$ cat src/rtl/console_pkg.sv
// Shared definitions for the console transmitter: default bus addresses,
// status word bit positions and the transmit state encoding.
package console_pkg;

  localparam logic [7:0] TX_ADDR_DEFAULT     = 8'hFF;
  localparam logic [7:0] STATUS_ADDR_DEFAULT = 8'hFE;

  localparam int ST_ACTIVE    = 0;
  localparam int ST_EMPTY     = 1;
  localparam int ST_FULL      = 2;
  localparam int ST_OVF       = 3;
  localparam int ST_COUNT_LSB = 8;

  typedef enum logic [1:0] {
    IDLE  = 2'd0,
    START = 2'd1,
    DATA  = 2'd2,
    STOP  = 2'd3
  } txState_t;

endpackage

$ cat src/rtl/byte_fifo.sv
// Synchronous byte FIFO. Head entry is visible combinationally on dout.
// A push while full is ignored here; the caller decides what that means.
// Ports:
//   clock, clear   - rising-edge clock, synchronous active-high reset
//   push, din      - write strobe and data
//   pop, dout      - read strobe and head entry
//   count          - number of stored entries (0..DEPTH)
//   full, empty    - derived from count
module byte_fifo #(
  parameter int DEPTH = 8
) (
  input  logic                     clock,
  input  logic                     clear,
  input  logic                     push,
  input  logic [7:0]               din,
  input  logic                     pop,
  output logic [7:0]               dout,
  output logic [$clog2(DEPTH):0]   count,
  output logic                     full,
  output logic                     empty
);

  localparam int AW = $clog2(DEPTH);
  localparam logic [AW:0] FULL_COUNT = (AW+1)'(DEPTH);

  logic [7:0]    mem [DEPTH];
  logic [AW-1:0] wrPtr;
  logic [AW-1:0] rdPtr;
  logic          doPush;
  logic          doPop;

  assign full   = (count == FULL_COUNT);
  assign empty  = (count == '0);
  assign doPush = push && !full;
  assign doPop  = pop && !empty;
  assign dout   = mem[rdPtr];

  // Storage has no reset; entries are only observed once written.
  always_ff @(posedge clock) begin
    if (doPush) mem[wrPtr] <= din;
  end

  // Pointers wrap naturally because DEPTH is a power of two.
  always_ff @(posedge clock) begin
    if (clear) begin
      wrPtr <= '0;
      rdPtr <= '0;
      count <= '0;
    end else begin
      if (doPush) wrPtr <= wrPtr + 1'b1;
      if (doPop)  rdPtr <= rdPtr + 1'b1;
      case ({doPush, doPop})
        2'b10:   count <= count + 1'b1;
        2'b01:   count <= count - 1'b1;
        default: count <= count;
      endcase
    end
  end

endmodule

$ cat src/rtl/console_uart_tx.sv
// Memory-mapped console transmitter: bytes stored to TX_ADDR are queued
// and sent as UART 8N1 on tx; STATUS_ADDR exposes FIFO and line state.
// Ports:
//   clock, clear      - rising-edge clock, synchronous active-high reset
//   addr, wren, din   - store bus (only din[7:0] is used)
//   rden, rd_data     - status read request and registered status word
//   tx                - serial line, idle high
//   full              - FIFO full
//   irq_empty         - FIFO empty and line idle
//
// state | meaning
// IDLE  | line high; pops the head byte when the FIFO is non-empty
// START | start bit (low) for CLKS_PER_BIT cycles
// DATA  | eight data bits, LSB first, CLKS_PER_BIT cycles each
// STOP  | stop bit (high) for CLKS_PER_BIT cycles
module console_uart_tx
  import console_pkg::*;
#(
  parameter int         CLKS_PER_BIT = 16,
  parameter int         FIFO_DEPTH   = 8,
  parameter logic [7:0] TX_ADDR      = TX_ADDR_DEFAULT,
  parameter logic [7:0] STATUS_ADDR  = STATUS_ADDR_DEFAULT
) (
  input  logic        clock,
  input  logic        clear,
  input  logic [7:0]  addr,
  input  logic        wren,
  input  logic [31:0] din,
  input  logic        rden,
  output logic [31:0] rd_data,
  output logic        tx,
  output logic        full,
  output logic        irq_empty
);

  localparam int CW = $clog2(FIFO_DEPTH) + 1;
  localparam int BW = $clog2(CLKS_PER_BIT);
  localparam logic [BW-1:0] BAUD_LOAD = BW'(CLKS_PER_BIT - 1);

  txState_t      stateCur, stateNext;
  logic [BW-1:0] baudCnt, baudNext;
  logic [2:0]    bitIdx, bitNext;
  logic [7:0]    shiftReg, shiftNext;
  logic          txNext;
  logic          fifoPop;
  logic [7:0]    fifoDout;
  logic [CW-1:0] fifoCount;
  logic          fifoEmpty;
  logic          pushReq;
  logic          overflow;
  logic [31:0]   statusWord;
  logic          unusedDinBits;

  assign unusedDinBits = ^din[31:8];
  assign pushReq       = wren && (addr == TX_ADDR);
  assign irq_empty     = fifoEmpty && (stateCur == IDLE);

  byte_fifo #(.DEPTH(FIFO_DEPTH)) uFifo (
    .clock (clock),
    .clear (clear),
    .push  (pushReq),
    .din   (din[7:0]),
    .pop   (fifoPop),
    .dout  (fifoDout),
    .count (fifoCount),
    .full  (full),
    .empty (fifoEmpty)
  );

  // Overflow is sticky until software writes the status address. A push
  // that finds the FIFO full is dropped even if a pop lands in that cycle.
  always_ff @(posedge clock) begin
    if (clear)                                overflow <= 1'b0;
    else if (wren && (addr == STATUS_ADDR))   overflow <= 1'b0;
    else if (pushReq && full)                 overflow <= 1'b1;
  end

  always_comb begin
    statusWord                        = '0;
    statusWord[ST_ACTIVE]             = (stateCur != IDLE);
    statusWord[ST_EMPTY]              = fifoEmpty;
    statusWord[ST_FULL]               = full;
    statusWord[ST_OVF]                = overflow;
    statusWord[ST_COUNT_LSB +: 5]     = 5'(fifoCount);
  end

  always_ff @(posedge clock) begin
    if (clear)                               rd_data <= '0;
    else if (rden && (addr == STATUS_ADDR))  rd_data <= statusWord;
    else                                     rd_data <= '0;
  end

  always_ff @(posedge clock) begin
    if (clear) begin
      stateCur <= IDLE;
      baudCnt  <= '0;
      bitIdx   <= '0;
      shiftReg <= '0;
      tx       <= 1'b1;
    end else begin
      stateCur <= stateNext;
      baudCnt  <= baudNext;
      bitIdx   <= bitNext;
      shiftReg <= shiftNext;
      tx       <= txNext;
    end
  end

  // tx is registered from the next-state view so the pin never glitches.
  always_comb begin
    stateNext = stateCur;
    baudNext  = baudCnt;
    bitNext   = bitIdx;
    shiftNext = shiftReg;
    fifoPop   = 1'b0;
    txNext    = 1'b1;
    case (stateCur)
      IDLE: begin
        if (!fifoEmpty) begin
          fifoPop   = 1'b1;
          shiftNext = fifoDout;
          baudNext  = BAUD_LOAD;
          stateNext = START;
        end
      end
      START: begin
        if (baudCnt == '0) begin
          baudNext  = BAUD_LOAD;
          bitNext   = 3'd0;
          stateNext = DATA;
        end else begin
          baudNext = baudCnt - 1'b1;
        end
      end
      DATA: begin
        if (baudCnt == '0) begin
          baudNext  = BAUD_LOAD;
          shiftNext = {1'b0, shiftReg[7:1]};
          if (bitIdx == 3'd7) stateNext = STOP;
          else                bitNext   = bitIdx + 3'd1;
        end else begin
          baudNext = baudCnt - 1'b1;
        end
      end
      STOP: begin
        if (baudCnt == '0) stateNext = IDLE;
        else               baudNext  = baudCnt - 1'b1;
      end
      default: stateNext = IDLE;
    endcase
    case (stateNext)
      START:   txNext = 1'b0;
      DATA:    txNext = shiftNext[0];
      default: txNext = 1'b1;
    endcase
  end

endmodule

$ cat config.mk
export PLATFORM = sky130hd
export DESIGN_NAME = console_uart_tx
export DESIGN_NICKNAME = d
export VERILOG_FILES = /design/src/rtl/console_pkg.sv /design/src/rtl/byte_fifo.sv /design/src/rtl/console_uart_tx.sv
export SDC_FILE = /design/constraint.sdc
export NUM_CORES = 1
export LEC_CHECK = 0
export ABC_AREA = 0
export ABC_CLOCK_PERIOD_IN_PS = 3470
export BUFFER_PORTS_ARGS = -buffer_cell sky130_fd_sc_hd__buf_2
export CAP_MARGIN = 20
export CORE_MARGIN = 2
export CORE_UTILIZATION = 45
export DETAILED_ROUTE_END_ITERATION = 10
export GPL_ROUTABILITY_DRIVEN = 0
export PLACE_DENSITY = 0.65
export SKIP_CTS_REPAIR_TIMING = 1
export SLEW_MARGIN = 20
export SYNTH_ARGS = -nofsm -noshare
export SYNTH_HDL_FRONTEND = slang
export SYNTH_HIERARCHICAL = 1
export SYNTH_SLANG_ARGS = --single-unit
export TNS_END_PERCENT = 50
$ cat constraint.sdc
create_clock -name clock -period 3.47 [get_ports clock]
set_input_delay 0.1735 -clock clock [delete_from_list [all_inputs] [get_ports clock]]
set_output_delay 0.1735 -clock clock [all_outputs]
set_load 0.02 [all_outputs]
==> results of run 1 <==
[power groups by stage]
stage	Combinational, uW	Clock (uW)	Sequential (uW)
final	123	777	1330
after detailed placement	123	0	1350
after floorplan	112	0	1350
after global routing	139	844	1330
after global placement	120	0	1350
after CTS	124	803	1330
[layout make-up]
| class | instances | area [sq um] |
|---|---|---|
| fillers | 864 | 4810 |
| multi-input cells | 209 | 1660 |
| flip-flops and latches | 104 | 2720 |
| well taps | 133 | 166 |
| repair buffers | 40 | 225 |
| clock buffers | 9 | 124 |
| inverters | 7 | 26.3 |
| clock inverters | 7 | 83.8 |
[state kept, by name, indices dropped and copies added, names as in the netlist, named ones only]
name         flops
uFifo/wrPtr      3
uFifo/count      4
stateCur         2
rd_data          8
bitIdx           3
baudCnt          4
uFifo/rdPtr      3
overflow         1
uFifo/mem       64
shiftReg         8
tx               1
[cells in the mapped netlist (all sizes together) (2+ instances only)]
| cell type | number | area, sq um |
|---|---|---|
| o21ai | 2 | 10.0 |
| nand3 | 4 | 20.0 |
| inv | 7 | 26.3 |
| nor3 | 5 | 25.0 |
| clkbuf | 9 | 35.0 |
| a22oi | 7 | 52.6 |
| nor4 | 2 | 12.5 |
| dfxtp | 40 | 801 |
| or3 | 2 | 12.5 |
| and2 | 12 | 77.6 |
| ha | 12 | 150 |
| nand2 | 9 | 33.8 |
| a211oi | 7 | 52.6 |
| a21oi | 14 | 70.1 |
| mux2 | 10 | 113 |
| mux2i | 4 | 40.0 |
| buf | 30 | 239 |
| xor2 | 6 | 52.6 |
| and3 | 3 | 18.8 |
| nor2b | 7 | 43.8 |
| nor2 | 34 | 128 |
| o22ai | 3 | 18.8 |
| edfxtp | 64 | 1920 |
| nand4 | 3 | 18.8 |
| nand2b | 2 | 12.5 |
| or2 | 2 | 12.5 |
| a31oi | 3 | 18.8 |
| mux4 | 16 | 417 |
[per-layer routing]
layer  routed length [um]  global-route usage  part of all wire  vias up
met2                 3900               0.247              0.50       59
met1                 3520               0.194              0.45     1282
met5                    0                   0                 0        -
li1                     -                   -                 -     1281
met4                  122              0.0495             0.016        0
met3                  289              0.0343             0.037       11
[cell usage in the layout (no fill, tap or decap), drive strengths merged, types with 4 or more instances in the layout]
cell type | Yosys | routed
a211oi | 7 | 7
a21oi | 14 | 14
a22oi | 7 | 7
and2 | 12 | 12
buf | 30 | 40
clkbuf | 9 | 9
conb | 1 | 24
dfxtp | 40 | 40
edfxtp | 64 | 64
ha | 12 | 12
inv | 7 | 11
mux2 | 10 | 10
mux2i | 4 | 4
mux4 | 16 | 16
nand2 | 9 | 9
nand3 | 4 | 4
nor2 | 34 | 34
nor2b | 7 | 7
nor3 | 5 | 5
xor2 | 6 | 6
[through the flow]
step                      setup slack [ns]  cell area (sq um)  total power (uW)
after floorplan                      0.545               4680              1470
after global placement               0.857               4800              1470
after detailed placement             0.863               4800              1480
after CTS                            0.833               5000              2250
after global routing                 0.594               5000              2310
final                                0.831               5000              2230
[how the worst max path moves through the flow]
stage / start / slack [ns] / cells after the start / end
after global routing: uFifo/count[0] / 0.59 / 11 / uFifo/count[2]
after detailed placement: uFifo/count[1] / 0.86 / 8 / uFifo/count[3]
after global placement: uFifo/count[1] / 0.86 / 8 / uFifo/count[3]
after CTS: uFifo/count[1] / 0.83 / 8 / uFifo/count[3]
after floorplan: uFifo/count[1] / 0.55 / 9 / uFifo/count[3]
final: uFifo/count[1] / 0.83 / 8 / uFifo/count[3]
[critical path: stages (launching register included)]
cell	delay [ns]
dfxtp_1	0.51
nor4_1	0.09
buf_4	0.18
nor2b_1	0.16
o41a_1	0.31
ha_1	0.36
or3_1	0.40
o32ai_1	0.16
mux2_2	0.37
[cell families (layout without fill, tap and decap cells)]
family	count (synthesis)	count (layout)	share of synthesized area
xor gates and xnor gates	7	7	0.0133
adders and majority gates	12	12	0.0327
other	1	24	0.000816
AOI/OAI and AO/OA	45	45	0.0678
muxes	30	30	0.124
buffers and inverters	46	63	0.0654
and+or+nand+nor	91	91	0.103
DFF	104	104	0.593
==> results_dict.tcl, run 1 <==
set metrics [dict create \
    p_per_area_nw_per_um2 445 \
    wl_per_cell_um 15.4 \
    drc 0 \
    report.final.slew_viol_count 0 \
    diodes 0 \
    synth-edff-count 64 \
    timing.setup.tns_ns 0 \
    p_switching_uw 520 \
    grt_max_degree 34 \
    async_flop_share 0 \
    drt-pass1-iter-count 4 \
    rsz0062_at_grt "false" \
    holdWs_ns 0.0370 \
    hpwlAfterDp_um 5140 \
    clk_pin_slew_ns 0.10 \
    antenna_found_initial 0 \
    via_per_inst 5.17 \
    syn2layout_area_growth_pct 8.96 \
    core-area_sq_um 9820 \
    cts_root_buf "clkbuf_8" \
    grt_use_total 0.149 \
    grt-ovfl-total 0 \
    syn_avg_cell_area_sq_um 13.7 \
    drive_above_1_share 0.194 \
    timing.rr.start "uFifo/count[1]" \
    ir_worst_vdd_mv 0.261 \
    final_core_util 0.510 \
    insertion_delay_ns 0.36 \
    worst_pin_slew_ns 0.909 \
    status "completed" \
    die_y_um 105 \
    crit_path_max_fanout 9 \
    p_sw_frac 0.234 \
    synth-seq-cells 104 \
    setup_viol 0 \
    fin_worst_skew_ns 0.0105 \
    syn_inst 336 \
    worst_ep_arrival_time_ns 2.89 \
    die_w_um 105 \
    p_seq_frac 0.596 \
    drt_iter0_drc 138 \
    hp-start "wren" \
    stdcell_count 509 \
    worstHoldEndpoint "overflow" \
    vias 2633 \
    io_buffer_count 30 \
    p_comb_frac 0.055 \
    syn-cell-area_sq_um 4590 \
    startpoint_type "register" \
    crit_required_ns 3.72 \
    relSlewSlack 0.392 \
    clk_path_buf_depth 2 \
    ys_warn_count 6 \
    initial_core_util 0.468 \
    fmax_mhz 379 \
    endpoint_kind "register" \
    htreeDepth 3 \
    hold_viol 0 \
    criticalPathCategory "register to register" \
    rows 36 \
    grt_pass1_vias 2471 \
    wl_um 7830 \
    hp-class "input pin to register" \
    placed_cells_incl_taps 493 \
    holdPathStages 2 \
    cts_tree "yes" \
    timing.rr.end "uFifo/count[3]" \
    grt_pass1_wl_um 12700 \
    finalNetCount 427 \
    die-area_sq_um 11000 \
    num_io_pins 79 \
    p_int_uw 1710 \
    seq_area_frac_synth 0.593 \
    synth_cell_types 52 \
    cts_buffers 9 \
    antenna_left 0 \
    leakagePower_uw 0.00183 \
    fin_crit_sh 0.760 \
    period_needed_ns 2.64 \
    reg2reg_slack_ns 0.83 \
    clkPwrFrac 0.349 \
    synth_flop_cell "edfxtp_1" \
    cts.sinks 104 \
    rr_worst_depth 8 \
    drv_cap 0 \
]
No activity file was read; power rests on OpenSTA's default activity.
==> inputs of run 2 (changes only) <==
--- a/config.mk
+++ b/config.mk
@@ -6,7 +6,7 @@
 export NUM_CORES = 1
 export LEC_CHECK = 0
 export ABC_AREA = 0
-export ABC_CLOCK_PERIOD_IN_PS = 3470
+export ABC_CLOCK_PERIOD_IN_PS = 2500
 export BUFFER_PORTS_ARGS = -buffer_cell sky130_fd_sc_hd__buf_2
 export CAP_MARGIN = 20
 export CORE_MARGIN = 2
==> constraint.sdc (replaced) <==
create_clock -name clock -period 2.5 [get_ports clock]
set_input_delay 0.125 -clock clock [delete_from_list [all_inputs] [get_ports clock]]
set_output_delay 0.125 -clock clock [all_outputs]
set_load 0.02 [all_outputs]
==> run 2 against run 1 <==
Sequential share of layout area down 1.5 points; routed wire length increased by 2.6%; final cell count increased by 2.9%; clock skew increased by 0.0059 ns; flip-flop and latch count is the same; critical path type unchanged; sequential power increased by 38%; cell area increased by 3.0%.
==> results_dict.tcl, run 2 (same netlist as run 1, synthesis figures left out) <==
set metrics [dict create \
    cts_buffers 9 \
    criticalPathCategory "register to register" \
    insertion_delay_ns 0.37 \
    via_per_inst 5.12 \
    clk_path_buf_depth 2 \
    htreeDepth 3 \
    cts_tree "yes" \
    cts.sinks 104 \
    drv_cap 0 \
    drt-pass1-iter-count 4 \
    fmax_mhz 424 \
    relSlewSlack 0.596 \
    diodes 0 \
    initial_core_util 0.468 \
    wl_um 8030 \
    hpwlAfterDp_um 5280 \
    report.final.slew_viol_count 0 \
    fin_crit_sh 0.944 \
    endpoint_kind "register" \
    num_io_pins 79 \
    antenna_left 0 \
    cts_root_buf "clkbuf_8" \
    total_power_uw 3140 \
    period_needed_ns 2.36 \
    antenna_found_initial 0 \
    setup_viol 0 \
    hp-class "input pin to register" \
    layout_commonest_cell "edfxtp_1" \
    finalNetCount 442 \
    drt_iter0_drc 171 \
    die-area_sq_um 11000 \
    drc 0 \
    rows 36 \
    startpoint_type "register" \
    clk_pin_slew_ns 0.11 \
    hold_viol 0 \
    grt-ovfl-total 0 \
    io_buffer_count 30 \
    drive_above_1_share 0.238 \
    crit_required_ns 2.79 \
    worst_ep_arrival_time_ns 2.65 \
    status "completed" \
    grt_pass1_wl_um 13000 \
    ir_worst_vdd_mv 0.397 \
    wl_per_cell_um 15.3 \
    vias 2683 \
    regMostFlops "uFifo/mem" \
    p_per_area_nw_per_um2 609 \
    fin_worst_skew_ns 0.0164 \
    leakagePower_uw 0.00192 \
    crit_path_max_fanout 5 \
    core-area_sq_um 9820 \
    grt_use_total 0.153 \
    syn2layout_area_growth_pct 12.3 \
    top_regs "uFifo/mem: 64 flops, rd_data: 8 flops, shiftReg: 8 flops" \
    die_w_um 105 \
    grt_pass1_vias 2560 \
    largest_reg_flops 64 \
    grt_max_degree 34 \
    worst_pin_slew_ns 0.606 \
    timing.setup.tns_ns 0 \
    rsz0062_at_grt "false" \
    die_y_um 105 \
    layout_common_cells "64 x edfxtp_1, 37 x dfxtp_1, 34 x nor2_1" \
]
run 2: changes by cell type in the layout (fill, tap and decap cells not counted), sizes merged:
cell	change
buf	+14
clkinvlp	+1
inv	-1
dlygate4sd3	+1
run 2: final cells by class:
cell class,instances,area (sq um)
clock inverter,7,96.3
fill,851,4660
inverter,7,26.3
multi-input combinational,209,1680
tap,133,166
timing repair buffer,55,340
clock buffer,9,124
sequential,104,2730
run 2: final timing paths:
| kind | cells after the start | slack [ns] | from | end |
|---|---|---|---|---|
| hold / removal | 1 | 0.01 | din[3] | uFifo/mem[2][3] |
| setup / recovery | 11 | 0.14 | stateCur[0] | uFifo/count[2] |
| hold reg to reg | 2 | 0.46 | bitIdx[1] | bitIdx[1] |
| setup reg to reg | 11 | 0.14 | stateCur[0] | uFifo/count[2] |
run 2: metrics by stage:
step	setup slack [ns]	cell area [sq um]	cells	hold slack [ns]	utilization
2_1_floorplan	-0.0297	4700	359	0.224	-
3_3_place_gp	0.124	4910	506	0.352	0.500
3_5_place_dp	0.129	4910	506	0.358	0.500
4_1_cts	0.0923	5130	522	-0.0482	0.522
5_1_grt	0.00553	5160	524	0.0126	0.525
6_report	0.140	5160	524	0.0129	0.525
run 2: power by group:
group,internal [uW],switching (uW)
Combinational,61.9,120
Clock,494,622
Sequential,1830,11.4
run 2: routing by layer:
metal | track usage | wire length [um]
met5 | 0 | 0
met1 | 0.195 | 3600
met3 | 0.0430 | 305
met2 | 0.257 | 4050
met4 | 0.0371 | 74
run 2: worst max-delay path, cell delays in order, from the launching register on:
cell	delay [ns]
dfxtp_1	0.41
inv_1	0.10
ha_1	0.22
nor2b_2	0.17
o41a_1	0.15
ha_1	0.23
xor2_1	0.15
ha_1	0.19
a21oi_1	0.14
xor2_1	0.09
or3_1	0.30
a21oi_1	0.14
